<file path="src/rtl/four_bit_divider_seq.sv">
// Sequential 8-bit / 4-bit unsigned restoring divider, one quotient bit per clock.
// Optional macro DIVIDER_ZERO_DETECT_EN: a zero divisor finishes at once with div_by_zero set.
module four_bit_divider_seq (
  input  logic       clk,
  input  logic       rst,
  input  logic       start,
  input  logic [7:0] A,
  input  logic [3:0] B,
  output logic [7:0] q,
  output logic [3:0] r,
  output logic       busy,
  output logic       done,
  output logic       div_by_zero
);

  localparam int unsigned DW = 8;
  localparam int unsigned VW = 4;
  localparam int unsigned RW = VW + 1;
  localparam int unsigned CW = 3;

  typedef enum logic [1:0] {IDLE, CALC, DONE} state_t;

  state_t          state;
  state_t          state_nx;
  logic [DW-1:0]   dvd;
  logic [DW-1:0]   quo;
  logic [VW-1:0]   dvs;
  logic [RW-1:0]   rem;
  logic [CW-1:0]   cnt;
  logic            busy_nx;
  logic            done_nx;

  logic            accept_c;
  logic            zero_c;
  logic            last_c;
  logic [RW-1:0]   trial_c;
  logic            fits_c;
  logic [RW-1:0]   rem_nx_c;
  logic [DW-1:0]   quo_nx_c;

  // start is only honoured outside CALC
  assign accept_c = start && (state != CALC);
  assign last_c   = (cnt == CW'(DW - 1));

`ifdef DIVIDER_ZERO_DETECT_EN
  assign zero_c = (B == '0);
`else
  assign zero_c = 1'b0;
`endif

  // One restoring step: shift in the next dividend bit, subtract when it fits
  always_comb begin
    trial_c  = {rem[VW-1:0], dvd[DW-1]};
    fits_c   = (trial_c >= {1'b0, dvs});
    rem_nx_c = fits_c ? (trial_c - {1'b0, dvs}) : trial_c;
    quo_nx_c = {quo[DW-2:0], fits_c};
  end

  always_ff @(posedge clk or posedge rst) begin
    if (rst) state <= IDLE;
    else     state <= state_nx;
  end

  always_comb begin
    state_nx = state;
    case (state)
      IDLE: if (start) state_nx = zero_c ? DONE : CALC;
      CALC: if (last_c) state_nx = DONE;
      DONE: begin
        if (start) state_nx = zero_c ? DONE : CALC;
        else       state_nx = IDLE;
      end
      default: state_nx = IDLE;
    endcase
  end

  always_comb begin
    busy_nx = 1'b0;
    done_nx = 1'b0;
    if (state_nx == CALC) busy_nx = 1'b1;
    if (state_nx == DONE) done_nx = 1'b1;
  end

  always_ff @(posedge clk or posedge rst) begin
    if (rst) begin
      busy <= 1'b0;
      done <= 1'b0;
    end else begin
      busy <= busy_nx;
      done <= done_nx;
    end
  end

  // Working registers and the held result
  always_ff @(posedge clk or posedge rst) begin
    if (rst) begin
      dvd <= '0;
      dvs <= '0;
      rem <= '0;
      quo <= '0;
      cnt <= '0;
      q   <= '0;
      r   <= '0;
    end else if (accept_c) begin
      dvd <= A;
      dvs <= B;
      rem <= '0;
      quo <= '0;
      cnt <= '0;
      if (zero_c) begin
        q <= '1;
        r <= A[VW-1:0];
      end
    end else if (state == CALC) begin
      dvd <= {dvd[DW-2:0], 1'b0};
      rem <= rem_nx_c;
      quo <= quo_nx_c;
      cnt <= cnt + CW'(1);
      if (last_c) begin
        q <= quo_nx_c;
        r <= rem_nx_c[VW-1:0];
      end
    end
  end

`ifdef DIVIDER_ZERO_DETECT_EN
  always_ff @(posedge clk or posedge rst) begin
    if (rst)           div_by_zero <= 1'b0;
    else if (accept_c) div_by_zero <= zero_c;
  end
`else
  assign div_by_zero = 1'b0;
`endif

endmodule

</file>
<file path="config.mk">
export PLATFORM = sky130hd
export DESIGN_NAME = four_bit_divider_seq
export DESIGN_NICKNAME = d
export VERILOG_FILES = /design/src/rtl/four_bit_divider_seq.sv
export SDC_FILE = /design/constraint.sdc
export NUM_CORES = 1
export LEC_CHECK = 0
export ABC_AREA = 1
export CORE_ASPECT_RATIO = 0.8
export CORE_MARGIN = 4
export CORE_UTILIZATION = 55
export CTS_BUF_LIST = sky130_fd_sc_hd__clkbuf_4 sky130_fd_sc_hd__clkbuf_8
export DETAILED_ROUTE_END_ITERATION = 6
export HOLD_SLACK_MARGIN = 0.15
export PLACE_DENSITY = 0.82
export SLEW_MARGIN = 15
export SYNTH_ARGS = -nofsm -noshare
export SYNTH_HDL_FRONTEND = slang
export SYNTH_SLANG_ARGS = --single-unit
</file>
<file path="constraint.sdc">
create_clock -name clk -period 1.62 [get_ports clk]
set_input_delay 0.324 -clock clk [delete_from_list [all_inputs] [get_ports clk]]
set_output_delay 0.324 -clock clk [all_outputs]
set_load 0.02 [all_outputs]
</file>
==> run metrics <==
first-pass GRT wire length=6250 um; area share of the largest cell type after synthesis=55.7%; worst-path cell chain=inv_2 > ha_2 > inv_1 > fa_2 > inv_1 > nand2_2 > nand3_1 > nand2_1; Placed Cells=around 260; CP dominant cell by count=inv_1; Fill cells=207; GRT overflow=0; Synth-to-Final Area Change=29.2%; antenna viol nets, final=0; Static Leak=0.00124 uW; register-to-register setup slack=0.05 ns; largest net degree at the start of global routing=43; Worst EP arrival=1.79 ns; clock period minus worst slack=1.57 ns; Reg-to-Reg Start=dvd[7]$_DFFE_PP0P_; CTS Sinks=42; unrepaired setup endpoints after global routing=yes; ranking of synthesized cells by area=dfrtp_1 (56%), nand2_1 (11%), ha_1 (4.0%); Min-Delay Path Class=in2async; Initial Util=between 50% and 60%; mean post-synth cell area=9.68 sq um; number of flops mapped to enable cells by yosys=0; Net Sw Frac=between 40% and 50%; GPL Wtd Cong=~0.86; ant diodes=0; Critical-path top delay cell=fa_2; slowest stage delay, CP=0.53 ns; Internal Power=between 3000 and 4000 uW; Pwr Density=2270 nW/um^2; MaxCap Viol Count=0; status=finished, final reports clean; mux cell area share after synthesis=0.596%; non-filler cells, final=275; core area=between 3000 and 4000 sq um; DP HPWL=2720 um; simple-gate share of the synthesized area=20.1%; Register Area=1050 sq um; data required time of the critical path=1.84 ns; Cells after Synth=195; die width=73.5 um; Routed WL per cell=14.1 um; Row Count=18; Net Count, Synth=around 220; largest family of logic cells by synthesized area=simple AND/OR/NAND/NOR gates; Post-Synth XOR/XNOR Area=0.464%; DR DRC count=0; Worst setup endpoint=rem[1]$_DFFE_PP0P_; FFs w/ async S/R, synth=100%; via/cell ratio=5.29; Logic pwr share=a little over half; Max Clock Freq=between 0.6 and 0.7 GHz; gr usage total=around 19%; worst clock skew=0.00677 ns; Root Buffer=clkbuf_8; max-slew violations=0; setup_tns=0 ns; PnR Total Power=between 5000 and 6000 uW; number of H-tree levels=2; share of layout cells above drive strength 1=20.4%; clock share of power=14.7%; Seq pwr share=a little under a third; Clk Latency, worst-skew pair=0.28 ns; P_sw=2290 uW; Ports=30; Die Ht=60.4 um; final net count=256; most frequent cells in the layout=nand2_1 (54), dfrtp_1 (41), clkdlybuf4s50_1 (22); Primary FF master, synth=dfrtp_1; Yosys cell types=27; CP Launch Point=dvd[7]$_DFFE_PP0P_; Synth Warn #=0; Seq/Total Area, Yosys=55.7%; Compound-Gate Fraction of Synth Area=9.81%; Max FO, Critical Path=3; cell taking the most area after synthesis=dfrtp_1; Critical Path End Type=flip-flop; drt total wl=~3900 um; CTS buffer count=5; number of global-route vias before repair=1434; flops & latches, synth=42; via count=1454; Post-Synthesis Cell Area=1890 sq um; area of the multi-input gates=722 sq um; clk slew on worst S/H paths=0.08 ns; clk buf depth=2; final hold violation count=0; hold slack=0.399 ns; endpoints failing setup=0; Iter 0 DRT Violations=95; die area=4440 sq um; CP Launch Type=flip-flop; crit share post-route=97.1%; FF-to-FF path depth=8; Pre-Repair DR Iteration Count=4; commonest non-fill, non-tap cell in the layout=nand2_1; final core utilization=between 70% and 80%; initial antenna violation count=0; VDD IR-drop max=1180 uV; Port Buffers=28; adder-cell share of the synthesized area=a little over 5%; Setup CP Type=reg2reg; worst r2r dst=rem[1]$_DFFE_PP0P_; CTS tree=yes
cell usage after synthesis, types with 2 or more instances:
cell type / instances
a22o_1: 3
buf_2: 2
buf_4: 3
buf_6: 2
dfrtp_1: 42
ha_1: 6
inv_1: 19
inv_2: 6
nand2_1: 57
nand2_2: 5
nand2_4: 3
nand3_1: 11
nor2_1: 2
o211ai_1: 3
o21ai_1: 11
o221ai_1: 2
o22ai_1: 8
area by class of cell:
cell class,instances,share of cell area [%]
well taps,40,2.05
multi-input cells,120,29.6
clock inverters,2,1.54
repair buffers,39,16.5
clock buffers,6,3.13
flip-flops and latches,42,43.2
inverters,26,4.00
critical path, delay by kind of cell (launching register included):
family        cells  cell delay (ns)
fa+ha+maj         2             0.71
buf+inv           3             0.19
flops             1             0.37
simple gates      3             0.24
power groups by stage:
stage | sequential (uW) | clock (uW) | combinational [uW]
finish | 1770 | 813 | 2960
global route | 1820 | 880 | 3230
CTS | 1760 | 829 | 2690
detailed placement | 1770 | 0 | 2670
global placement | 1750 | 0 | 2490
floorplan | 1920 | 0 | 1720
worst min path at each step:
stage	from	end	slack, ns	depth (start not counted)
final	rst	done$_DFF_PP0_	0.40	3
after global routing	rst	done$_DFF_PP0_	0.42	3
after global placement	r[1]$_DFFE_PP0P_	r[1]$_DFFE_PP0P_	0.46	2
after CTS	rst	done$_DFF_PP0_	0.41	3
after floorplan	rem[3]$_DFFE_PP0P_	rem[3]$_DFFE_PP0P_	0.45	2
after detailed placement	r[3]$_DFFE_PP0P_	r[3]$_DFFE_PP0P_	0.47	2
registers in the layout, indices dropped and copies added (netlist names):
| signal | count |
|---|---|
| dvs | 4 |
| busy | 1 |
| state | 2 |
| dvd | 8 |
| done | 1 |
| q | 8 |
| r | 4 |
| rem | 4 |
| cnt | 3 |
| quo | 7 |
logic make-up after synthesis:
logic type / Yosys count
AND/OR/NAND/NOR: 81
XOR/XNOR: 1
multiplexers: 1
flip-flops: 42
buffers and inverters: 33
adder cells (fa/ha/maj): 7
other: 1
AO/OA/AOI/OAI: 29
through the flow:
stage / setup slack [ns] / cell area [sq um]
global route: -0.0214 / 2440
CTS: 0.0111 / 2350
detailed placement: 0.0191 / 2230
finish: 0.0464 / 2440
floorplan: 0.147 / 1890
global placement: 0.102 / 2230
timing repair:
| item | 4_1_cts | 5_1_grt |
|---|---|---|
| buffers inserted | 0 | 5 |
| hold endpoints to repair | 0 | 0 |
| hold buffers | 0 | 0 |
| resized for setup | 0 | 19 |
| endpoints found under the setup margin | 0 | 15 |
routing by layer:
layer / GRT usage [%] / vias to the layer above / share of wire [%]
met5: 0 / - / 0
met2: 32.7 / 53 / 48
met3: 5.96 / 8 / 6.1
met1: 23.5 / 693 / 45
li1: - / 700 / -
met4: 2.07 / 0 / 1.6
Note: power is estimated with default switching activity, not from simulation.
